**src/rtl/sort_10_gather.sv**
```systemverilog
// Packs a valid/ready word stream into ten registered slots that feed the
// 10-input sorting network; short frames are padded so padding sorts high.
//
//   state | meaning
//   FILL  | accepting words into slot idx
//   HOLD  | complete frame presented on data_0..data_9, waiting for out_ready
module sort_10_gather #(
  parameter int               WIDTH     = 32,
  parameter logic [WIDTH-1:0] PAD_VALUE = {WIDTH{1'b1}}
) (
  input  logic             clk,
  input  logic             rst_n,
  input  logic             in_valid,
  output logic             in_ready,
  input  logic [WIDTH-1:0] in_data,
  input  logic             in_last,
  output logic             out_valid,
  input  logic             out_ready,
  output logic [3:0]       out_count,
  output logic [WIDTH-1:0] data_0,
  output logic [WIDTH-1:0] data_1,
  output logic [WIDTH-1:0] data_2,
  output logic [WIDTH-1:0] data_3,
  output logic [WIDTH-1:0] data_4,
  output logic [WIDTH-1:0] data_5,
  output logic [WIDTH-1:0] data_6,
  output logic [WIDTH-1:0] data_7,
  output logic [WIDTH-1:0] data_8,
  output logic [WIDTH-1:0] data_9
);

  typedef enum logic {
    FILL = 1'b0,
    HOLD = 1'b1
  } state_t;

  localparam logic [3:0] LAST_IDX = 4'd9;

  state_t           state_q, state_d;
  logic [3:0]       idx_q, idx_d;
  logic [3:0]       count_q, count_d;
  logic [WIDTH-1:0] slot_q [10];
  logic [WIDTH-1:0] slot_d [10];
  logic             accept;
  logic             closing;

  always_comb begin
    state_d = state_q;
    idx_d   = idx_q;
    count_d = count_q;
    slot_d  = slot_q;
    accept  = in_valid && (state_q == FILL);
    closing = in_last || (idx_q == LAST_IDX);

    case (state_q)
      FILL: begin
        if (accept) begin
          // The closing word and its padding land in the same cycle.
          for (int k = 0; k < 10; k++) begin
            if (4'(k) == idx_q) begin
              slot_d[k] = in_data;
            end else if (closing && (4'(k) > idx_q)) begin
              slot_d[k] = PAD_VALUE;
            end
          end
          if (closing) begin
            count_d = idx_q + 4'd1;
            idx_d   = 4'd0;
            state_d = HOLD;
          end else begin
            idx_d = idx_q + 4'd1;
          end
        end
      end
      HOLD: begin
        if (out_ready) begin
          state_d = FILL;
        end
      end
      default: state_d = FILL;
    endcase
  end

  always_ff @(posedge clk or negedge rst_n) begin
    if (!rst_n) begin
      state_q <= FILL;
      idx_q   <= 4'd0;
      count_q <= 4'd0;
      for (int k = 0; k < 10; k++) begin
        slot_q[k] <= '0;
      end
    end else begin
      state_q <= state_d;
      idx_q   <= idx_d;
      count_q <= count_d;
      for (int k = 0; k < 10; k++) begin
        slot_q[k] <= slot_d[k];
      end
    end
  end

  assign in_ready  = (state_q == FILL);
  assign out_valid = (state_q == HOLD);
  assign out_count = count_q;

  assign data_0 = slot_q[0];
  assign data_1 = slot_q[1];
  assign data_2 = slot_q[2];
  assign data_3 = slot_q[3];
  assign data_4 = slot_q[4];
  assign data_5 = slot_q[5];
  assign data_6 = slot_q[6];
  assign data_7 = slot_q[7];
  assign data_8 = slot_q[8];
  assign data_9 = slot_q[9];

endmodule

```
**config.mk**
```make
export PLATFORM = sky130hd
export DESIGN_NAME = sort_10_gather
export DESIGN_NICKNAME = d
export VERILOG_FILES = /design/src/rtl/sort_10_gather.sv
export SDC_FILE = /design/constraint.sdc
export NUM_CORES = 1
export LEC_CHECK = 0
export ABC_AREA = 1
export CAP_MARGIN = 20
export CORE_MARGIN = 1.5
export CORE_UTILIZATION = 53
export CTS_BUF_LIST = sky130_fd_sc_hd__clkbuf_16
export CTS_CLUSTER_DIAMETER = 150
export DETAILED_ROUTE_END_ITERATION = 10
export PLACE_DENSITY = 0.83
export SETUP_SLACK_MARGIN = 0.5
export SYNTH_ARGS = -nofsm -noshare
export SYNTH_HDL_FRONTEND = slang
export SYNTH_SLANG_ARGS = --single-unit
```
**constraint.sdc**
```tcl
create_clock -name clk -period 3.9 [get_ports clk]
set_input_delay 1.17 -clock clk [delete_from_list [all_inputs] [get_ports clk]]
set_output_delay 1.17 -clock clk [all_outputs]
set_load 0.01 [all_outputs]
```
==> impl_metrics.py <==
metrics = {
    "synth": {
        "syn_avg_cell_area_um2": 8.23,
        "yosysSeqAreaShare": 0.586,
        "yosysTopAreaCell": "dfrtp_1",
        "syn-cell-area_mm2": 0.0141,
        "syn_nets": 1748,
        "synth-edff-count": 0,
        "ys_types": 25,
        "synth_top_area_share": 0.586,
        "netlist_instances": 1707,
        "synthTopCellsByCount": "786 x nand2_1, 329 x dfrtp_1, 230 x nand3_1",
        "ys_async_sr_fraction": 1.00,
        "synth.most_common_cell": "nand2_1",
        "ys_warn_count": 0,
        "synth_area_leaders": "dfrtp_1 59%, nand2_1 21%, nand3_1 8.2%",
        "synth.ff_latch_count": 329,
        "synthFlopType": "dfrtp_1",
    },
    "route": {
        "wl_per_cell_um": 20.9,
        "route.vias.total": 13700,
        "routed_wl_um": 49800,
        "viasPerCell": 5.77,
        "drt_iter0_markers": 1802,
        "drcViolationCount": 0,
        "first_pass_iters": 6,
        "postRouteAntennaNets": 0,
    },
    "min_path": {
        "min_to": "data_9[14]",
        "whs_path_depth": 2,
        "min-delay-start": "data_9[14]",
        "hp-class": "reg -> reg",
    },
    "timing": {
        "fin_crit_sh": 0.797,
        "hold_viol": 0,
        "period_minus_slack_ns": 3.11,
        "grt_setup_unrepaired": "no",
        "worst_slew_pin_slew_ns": 1.01,
        "slew_headroom": 0.328,
        "finalSetupViolCount": 0,
        "final.setup.tns_ns": 0,
        "clock_skew_ns": 0.0111,
        "max_freq_ghz": 0.322,
        "drv_slew": 0,
        "setup_slack_ns": 0.794,
    },
    "finish": {
        "syn_to_final_growth_pct": 35.9,
        "nets": 2064,
        "stdcell_count": 2382,
        "insertedDiodeCount": 0,
        "post-route-util": 0.733,
        "design_area_mm2": 0.0191,
        "num-fill-cells": 1942,
        "drive_gt1_frac": 0.0547,
    },
    "grt": {
        "grtUsageTotal": 0.360,
        "overflow": 0,
        "grt_pass1_wl_um": 76900,
        "busiest_layer": "met2",
        "met2_usage": 0.576,
        "grtUsageMet3": 0.0925,
        "grt_antenna_before_repair": 1,
        "grt_max_degree": 74,
        "grt_pass1_vias": 13300,
        "grtUsageMet1": 0.456,
    },
    "cts": {
        "root_buffer": "clkbuf_16",
        "cts_sinks": 329,
        "clk_latency_ns": 0.52,
        "ctsResizeCount": 0,
        "hold_buffers": 0,
        "numCtsBuffers": 35,
        "cts_tree": "done",
        "cts.clk_slew.worst_paths_ns": 0.06,
        "htree_levels": 2,
        "cts_buffer_depth": 3,
        "cts_setup_buffers": 0,
    },
    "run_status": {
        "status": "completed",
    },
    "run": {
        "cap_violations": 0,
    },
    "setup_path": {
        "cp.arrival_ns": 3.55,
        "timing.rr.end": "data_8[24]",
        "r2r_setup_slack_ns": 0.91,
        "rr_worst_depth": 9,
        "end_kind": "flip-flop",
        "r2r_start": "idx_q[3]",
        "worst-path-max-fanout": 17,
        "worst_setup_path_start_kind": "primary input",
        "cp.required_ns": 4.34,
        "crit_type": "in -> reg",
    },
    "place": {
        "dpl.hpwl_um": 32400,
        "gp_congestion": 0.895,
        "io_buffer_count": 362,
        "place_area_mm2": 0.0180,
        "dp_cells": 2321,
        "pre_cts_ws_ns": 0.413,
    },
    "pwr": {
        "p_per_area_mw_per_mm2": 836,
        "p_leak_nw": 9.00,
        "peakVddDrop_v": 0.000543,
    },
    "floorplanning": {
        "fp.dieW_um": 166,
        "rows": 59,
        "core_area_mm2": 0.0261,
        "dieArea_mm2": 0.0275,
        "dieHeight_um": 166,
        "ioPinCount": 363,
        "start_util": 0.539,
    },
}
## stage by stage
step / power (mW) / hold WS [ns]
3_3_place_gp: 12.3 / 0.466
3_5_place_dp: 12.5 / 0.474
2_1_floorplan: 8.41 / 0.518
6_report: 16.0 / 0.487
4_1_cts: 16.0 / 0.489
5_1_grt: 16.7 / 0.508
## cell usage in the layout (no fill, tap or decap)
master / netlist / final
clkbuf_16: 0 / 37
clkinv_4: 0 / 1
o22ai_1: 2 / 2
buf_8: 0 / 1
bufinv_16: 0 / 4
buf_4: 7 / 24
inv_1: 40 / 45
nor2_1: 68 / 66
clkinv_2: 0 / 5
dfrtp_1: 329 / 329
nor3_4: 2 / 2
inv_6: 0 / 1
clkdlybuf4s50_1: 0 / 361
nor2_2: 3 / 2
ha_1: 4 / 4
nand3_1: 230 / 225
inv_2: 6 / 6
clkinvlp_4: 0 / 1
o21ai_1: 22 / 22
clkinv_1: 0 / 7
xnor2_1: 1 / 1
nand2_1: 786 / 786
a21oi_1: 3 / 3
nand2_2: 5 / 5
nor2_4: 1 / 4
nor3_2: 0 / 1
nand3_4: 1 / 1
nand2_4: 2 / 2
nand4_1: 2 / 2
nand3_2: 4 / 9
o21ai_0: 82 / 82
buf_12: 0 / 6
## final cells by class
type                            instances  area [um^2]  area share
Clock buffer                           37          926      0.0485
Timing Repair Buffer                  392         3930       0.206
Clock inverter                         24          215      0.0113
Tap cell                              335          419      0.0219
Sequential cell                       329         8230       0.431
Inverter                               46          173     0.00904
Multi-Input combinational cell       1219         5200       0.273
## flip-flops by register name, summed over array words and instances (netlist names)
| signal | count |
|---|---|
| data_2 | 32 |
| data_4 | 32 |
| data_3 | 32 |
| data_1 | 32 |
| data_5 | 32 |
| out_count | 4 |
| data_6 | 32 |
| data_7 | 32 |
| data_0 | 32 |
| out_valid | 1 |
| data_8 | 32 |
| data_9 | 32 |
| idx_q | 4 |
## power by group
part / total (mW) / leakage [nW] / switching [mW] / internal [mW]
Sequential: 6.00 / 3.83 / 1.09 / 4.92
Combinational: 6.60 / 4.59 / 3.21 / 3.39
Clock: 3.37 / 0.578 / 1.39 / 1.98
## cells by family after synthesis
| group | count (synthesis) | synth area share |
|---|---|---|
| AND/OR/NAND/NOR | 1105 | 0.324 |
| flip-flops | 329 | 0.586 |
| buffers and inverters | 159 | 0.0475 |
| AO/OA/AOI/OAI | 109 | 0.0390 |
| adder cells (fa/ha/maj) | 4 | 0.00356 |
| XOR/XNOR | 1 | 0.000623 |
## per-layer routing
layer,share of wire,vias up
met5,0.00026,-
met4,0.052,2
met3,0.11,178
met2,0.46,938
met1,0.37,6603
li1,-,6019
## critical path, cell delays in order
cell and delay (ns):
clkdlybuf4s50_1 0.47, nand2_2 0.10, inv_2 0.30, nand3_2 0.45, nand2_1 0.63, buf_4 0.29
nand2_1 0.07, nand2_1 0.07
## worst max path at each step
stage	cells after the start	end	startpoint	slack, ns
floorplan	8	data_3[0]	in_valid	1.70
global placement	7	data_7[8]	in_valid	0.47
detailed placement	8	data_8[23]	in_valid	0.41
CTS	8	data_8[23]	in_valid	0.91
global route	8	data_8[25]	in_valid	0.66
finish	8	data_8[24]	in_valid	0.79
Power figures use the tool's default switching activity.
